$ cat config.mk
export PLATFORM = sky130hd
export DESIGN_NAME = channel_sample_pack
export DESIGN_NICKNAME = d
export VERILOG_FILES = /design/src/rtl/channel_sample_pack.sv
export SDC_FILE = /design/constraint.sdc
export NUM_CORES = 1
export LEC_CHECK = 0
export ABC_AREA = 1
export ABC_CLOCK_PERIOD_IN_PS = 1700
export BUFFER_PORTS_ARGS = -buffer_cell sky130_fd_sc_hd__buf_2
export CAP_MARGIN = 10
export CORE_UTILIZATION = 40
export CTS_CLUSTER_DIAMETER = 50
export DETAILED_ROUTE_END_ITERATION = 10
export HOLD_SLACK_MARGIN = 0.1
export PLACE_DENSITY = 0.61
export RECOVER_POWER = 100
export SKIP_LAST_GASP = 1
export SLEW_MARGIN = 0
export SYNTH_ARGS = -nofsm -noshare
export SYNTH_HDL_FRONTEND = slang
export SYNTH_SLANG_ARGS = --single-unit
$ cat constraint.sdc
create_clock -name clk -period 1.7 [get_ports clk]
set_input_delay 0.17 -clock clk [delete_from_list [all_inputs] [get_ports clk]]
set_output_delay 0.17 -clock clk [all_outputs]
set_load 0.1 [all_outputs]
$ cat src/rtl/channel_sample_pack.sv
// channel_sample_pack: synchronise H/L comparator channels, decimate, pack PACK samples per word with valid/ready and sticky overflow
module channel_sample_pack #(
    parameter int NUM_CH = 5,
    parameter int SYNC   = 2,
    parameter int PACK   = 4,
    parameter int DIV_W  = 8
) (
    input  logic                       clk,
    input  logic                       rst,
    input  logic [NUM_CH-1:0]          CH_H,
    input  logic [NUM_CH-1:0]          CH_L,
    input  logic                       en,
    input  logic [DIV_W-1:0]           decimator,
    output logic [2*NUM_CH*PACK-1:0]   smpl,
    output logic                       smpl_vld,
    input  logic                       smpl_rdy,
    output logic                       ovfl,
    input  logic                       ovfl_clr,
    output logic [NUM_CH-1:0]          CH_Hsmpl,
    output logic [NUM_CH-1:0]          CH_Lsmpl
);
    localparam int S  = 2*NUM_CH;
    localparam int W  = S*PACK;
    localparam int PW = PACK > 1 ? $clog2(PACK) : 1;
    logic [SYNC-1:0][NUM_CH-1:0] sh, sl;
    logic [DIV_W-1:0] cnt;
    logic [PW-1:0] pcnt;
    logic [W-1:0] pack_sr, nxt;
    logic [S-1:0] slot;
    logic tick, done;
    for (genvar i = 0; i < NUM_CH; i++) begin : g_slot
        assign slot[2*i+1] = sh[SYNC-1][i];
        assign slot[2*i]   = sl[SYNC-1][i];
    end
    if (PACK > 1) begin : g_shift
        assign nxt = {slot, pack_sr[W-1:S]};
    end else begin : g_single
        assign nxt = slot;
    end
    assign tick = en && cnt >= decimator;
    assign done = tick && pcnt == PW'(PACK-1);
    always_ff @(posedge clk) begin
        if (rst) begin
            sh       <= '0;
            sl       <= '0;
            cnt      <= '0;
            pcnt     <= '0;
            pack_sr  <= '0;
            smpl     <= '0;
            smpl_vld <= 1'b0;
            ovfl     <= 1'b0;
            CH_Hsmpl <= '0;
            CH_Lsmpl <= '0;
        end else begin
            sh   <= {sh[SYNC-2:0], CH_H};
            sl   <= {sl[SYNC-2:0], CH_L};
            cnt  <= (tick || !en) ? '0 : cnt + DIV_W'(1);
            pcnt <= (!en || done) ? '0 : pcnt + PW'(tick);
            if (tick) begin
                pack_sr  <= nxt;
                CH_Hsmpl <= sh[SYNC-1];
                CH_Lsmpl <= sl[SYNC-1];
            end
            if (done)
                smpl <= nxt;
            smpl_vld <= done || (smpl_vld && !smpl_rdy);
            ovfl     <= (done && smpl_vld && !smpl_rdy) || (ovfl && !ovfl_clr);
        end
    end
endmodule

After elaboration in Yosys (flattened, before gate mapping)
Cells that the tools add are included.
{"block": "totals", "register_bits": 122, "inputBits": 23, "output_inout_bits": 52}
{"block": "classes", "n_addsub": 2, "magnitude_cmp": 1, "eq_ne": 1, "n_reduce_logical": 15}
{"cell": "$add A8 B1 Y8 const B", "count": 1}
{"cell": "$ge A8 B8 Y1", "count": 1}
{"cell": "$logic_and A1 B1 Y1", "count": 6}
{"cell": "$logic_or A1 B1 Y1", "count": 4}
{"cell": "$reduce_or A2 Y1", "count": 2}
{"cell": "$logic_not A1 Y1", "count": 3}
{"cell": "$add A2 B1 Y2", "count": 1}
{"cell": "$eq A2 B2 Y1 const B", "count": 1}

Depth between registers and ports, before layout
{"block": "depth", "depth_word": 6, "ltp_mapped": 15, "depth_no_buf": 14}

Worst setup path after synthesis
No wires, ideal clock.
{"block": "synth_timing", "path_kind": "flip-flop to flip-flop", "startpoint": "register cnt[5]", "endpoint": "register pcnt[1]", "t_arrival_ns": 1.714, "t_required_ns": 1.584, "path_slack_ns": -0.130, "stages_incl_launch_ff": 12, "path_buffers": 1, "synth_period_minus_slack_ns": 1.830, "path_cell_list": "dfxtp_1 > ha_1 > a21oi_1 > nor2_1 > nor2_1 > nand3_2 > nand2_1 > inv_2 > buf_4 > ha_1 > xnor2_1 > nor2_1"}
{"block": "synth_via", "elab_chain_len": 5, "word_cells_on_any_way": 6, "classes_between": "add/sub (1); order compare (1); reduce/logical (4)"}
{"item": "start: declaration", "line": "26", "source": "logic [DIV_W-1:0] cnt;"}
{"item": "start signal: assignment", "line": "57", "source": "cnt <= (tick || !en) ? '0 : cnt + DIV_W'(1);"}
{"item": "$ge A8 B8 Y1 *", "line": "40", "source": "assign tick = en && cnt >= decimator;"}
{"item": "$logic_and A1 B1 Y1 *", "line": "40"}
{"item": "named net tick", "line": "30", "source": "logic tick, done;"}
{"item": "parallel branches: the longest is 3 deep, another holds $add A2 B1 Y2"}
{"item": "end signal: assignment", "line": "58", "source": "pcnt <= (!en || done) ? '0 : pcnt + PW'(tick);"}
{"item": "end: declaration", "line": "27", "source": "logic [PW-1:0] pcnt;"}
Mark *: on every way through the listed nets, which the timed path passes.
A chain may end at the register's enable or synchronous reset.

Final worst setup path
{"block": "layout_timing", "startpoint": "register cnt[6]", "endpoint": "register pcnt[1]"}
{"block": "layout_via", "elab_chain_len": 5, "word_cells_on_any_way": 6, "classes_between": "add/sub (1); order compare (1); reduce/logical (4)"}
{"item": "$ge A8 B8 Y1 *", "line": "40"}
{"item": "$logic_and A1 B1 Y1 *", "line": "40"}
{"item": "parallel branches: the longest is 3 deep, another holds $add A2 B1 Y2"}
Mark *: on every way between the ends.

==> metrics <==
dpl ws -0.0853 ns; hold_sp rst; initial drt markers 196; Inserted Diodes 0; Starting Density 41.8%; GPL Wtd Cong 0.738; Num CTS Buffers 9; die footprint 11,400 sq um; clock skew 0.00788 ns; top-area cell type share of the netlist area 46.5%; area delta synth->final 25.8%; max_cap viols 0; final slew viol count 0; chip height 107 um; crit share post-route 100%; FF/Latch Area 2060 sq um; initial antenna violation count 0; CP Data Arrival Time 1.96 ns; sequential area share after synthesis 46.5%; DRC 0; routed len/inst 10.8 um; ANT nets after route 0; number of global-route vias before repair 3,586; synthesized area 4400 sq um; leading area contributor after synthesis dfxtp_1; Startpoint Class register; first-pass GRT wire length 15,900 um; synthesized area per cell 6.93 sq um; Total Routing Usage GR 17.1%; Yosys reg bits 102; worst-margin pin slew 0.563 ns; placed cell count 817; Clock Latency Late Sink 0.35 ns; Hold Crit Class in2reg; chip width 107 um; GRT Residual Overflow 0; Sink Count 102; area occupied by multi-input gates 1740 sq um; fin crit period 1.71 ns; status complete, but fails checks; CTS H-tree depth 3; fmax 586 MHz; Mapped Cells 634; # rows 37; clk buf depth 2; crit path capture type register; CP Max Fanout 5; fill count 1,043; TNS Setup -0.00536 ns; first-pass iteration count of the detailed router 4; I/O pin cnt 75; final worst setup slack -0.00536 ns; post-synth net total 667; Yosys Warn Count 0; Slew headroom 62.6%; Yosys cell types 22; crit path to pcnt[1]$_SDFF_PP0_; Clk Tree Root Cell clkbuf_8; r2r startpoint cnt[6]$_SDFF_PP0_; RSZ-0062 raised after global routing true; port buffer count 74; Core Area 10,500 sq um; power per standard cell area 795 nW/um^2; worst reg-to-reg path cell count 10; via count 3,720; Routed Wire Length 9150 um; clock transition at the registers of the reported paths 0.10 ns; Setup-failing EPs final 1; largest net degree at the start of global routing 66; peak supply drop 0.390 mV; dpl hpwl 6300 um; Non-Filler Instances 850; NumNets Final 742; Fin. Hold Viols 0; reg2reg end pcnt[1]$_SDFF_PP0_; Pleak 2.55 nW; CP required 1.95 ns; Setup crit start cnt[6]$_SDFF_PP0_; reg-to-reg slack, setup -0.005 ns; synth top area cells dfxtp_1 (46%), inv_1 (13%), nor2_1 (12%); via-per-instance ratio 4.38; CTS tree yes; layout cells sized above 1 22.1%; failing checks negative setup slack; Crit Path Class reg2reg
==> sequential cells by signal (all words and copies together) (netlist names), 4 cells and up <==
| signal | flops |
|---|---|
| cnt | 8 |
| sh | 5 |
| smpl | 40 |
| nxt | 10 |
| sl | 5 |
| CH_Hsmpl | 5 |
| CH_Lsmpl | 4 |
| pack_sr | 21 |
==> per-layer routing <==
layer | track usage [%] | share of wire, % | vias up
li1 | - | - | 2011
met1 | 21.0 | 47 | 1656
met2 | 30.5 | 49 | 46
met3 | 2.67 | 2.5 | 7
met4 | 5.28 | 0.82 | 0
met5 | 0 | 0 | -
==> where the power goes <==
group,total [mW],switching (mW),internal (mW)
clock network,1.71,0.858,0.854
registers,2.43,0.0167,2.41
logic,0.252,0.147,0.105
==> cells in the final DEF, fill, tap and decap left out, types with 2 or more instances in the layout <==
master and instances:
nand4_1 42, ha_4 6, o21ai_1 17, dfxtp_2 5, buf_4 11, xnor2_1 3
inv_6 3, nor2_2 10, a21oi_1 3, dfxtp_1 95, dfxtp_4 2, nor2_1 124
nand2_1 91, nand3_1 4, a21oi_2 2, inv_1 156, nand2_2 2, buf_2 22
clkbuf_2 52, buf_8 2, ha_1 4, clkbuf_8 9, buf_12 4, bufinv_16 2
o21ai_2 12, nand3_4 2, dlygate4sd3_1 12, xor2_1 2, buf_6 2
==> worst min-delay path by stage <==
stage | slack (ns) | end | cells past startpoint
floorplan | 0.24 | ovfl$_SDFF_PP0_ | 1
global placement | 0.37 | sh[2]$_SDFF_PP0_ | 3
detailed placement | 0.38 | sh[1]$_SDFF_PP0_ | 3
CTS | 0.11 | smpl[36]$_SDFFE_PP0P_ | 4
global route | 0.13 | smpl[36]$_SDFFE_PP0P_ | 4
finish | 0.13 | smpl[36]$_SDFFE_PP0P_ | 4
==> cell families (layout without fill, tap and decap cells) <==
| group | Yosys count | in the layout | synth area share (%) |
|---|---|---|---|
| flip-flops | 102 | 102 | 46.5 |
| buffers and inverters | 201 | 281 | 18.6 |
| AO/OA/AOI/OAI | 36 | 36 | 4.16 |
| adder cells (fa/ha/maj) | 10 | 10 | 2.85 |
| AND/OR/NAND/NOR | 279 | 279 | 26.8 |
| XOR/XNOR | 6 | 6 | 1.20 |
==> final cells by class <==
cell class | instances | area share [%]
multi-input cells | 331 | 31.5
clock inverters | 7 | 1.88
clock buffers | 9 | 2.24
well taps | 136 | 3.08
inverters | 159 | 10.9
repair buffers | 106 | 13.2
flip-flops and latches | 102 | 37.2
==> synthesized netlist by cell type <==
cell	count
nand3_1	4
xnor2_1	4
nand4_1	42
a21o_1	1
inv_2	2
a21oi_1	5
clkinv_1	1
dfxtp_1	102
or2_2	1
nand3_2	2
buf_2	11
buf_4	13
inv_1	156
clkbuf_1	13
nor2_1	135
ha_1	10
buf_1	5
nand2_1	94
xor2_1	2
o21ai_0	29
nand3b_1	1
o21ai_1	1
==> worst max-delay path, cell delays in order, from the launching register on <==
cell     delay, ns
dfxtp_2       0.34
ha_1          0.27
nand2_2       0.10
nor2_2        0.05
nor2_2        0.14
nand3_4       0.15
nand2_4       0.14
inv_6         0.05
ha_4          0.16
xnor2_2       0.15
nor2_1        0.05
==> metrics by stage <==
| stage | total power [mW] | hold slack [ns] | cell area, sq um | utilization (%) |
|---|---|---|---|---|
| floorplan | 2.62 | 0.239 | 4450 | - |
| global placement | 2.69 | 0.367 | 4910 | 46.8 |
| detailed placement | 2.69 | 0.377 | 4910 | 46.8 |
| CTS | 4.43 | 0.108 | 5290 | 50.3 |
| global route | 4.59 | 0.129 | 5530 | 52.6 |
| finish | 4.40 | 0.131 | 5530 | 52.6 |
==> what timing repair did <==
item | in CTS | in global routing
gates resized for setup | 9 | 73
pin swaps | 3 | 13
hold endpoints to repair | 12 | 0
cloned | 0 | 1
setup buffers | 1 | 3
hold buffers | 12 | 0
setup endpoints to repair | 25 | 74
Note: power is estimated with default switching activity, not from simulation.
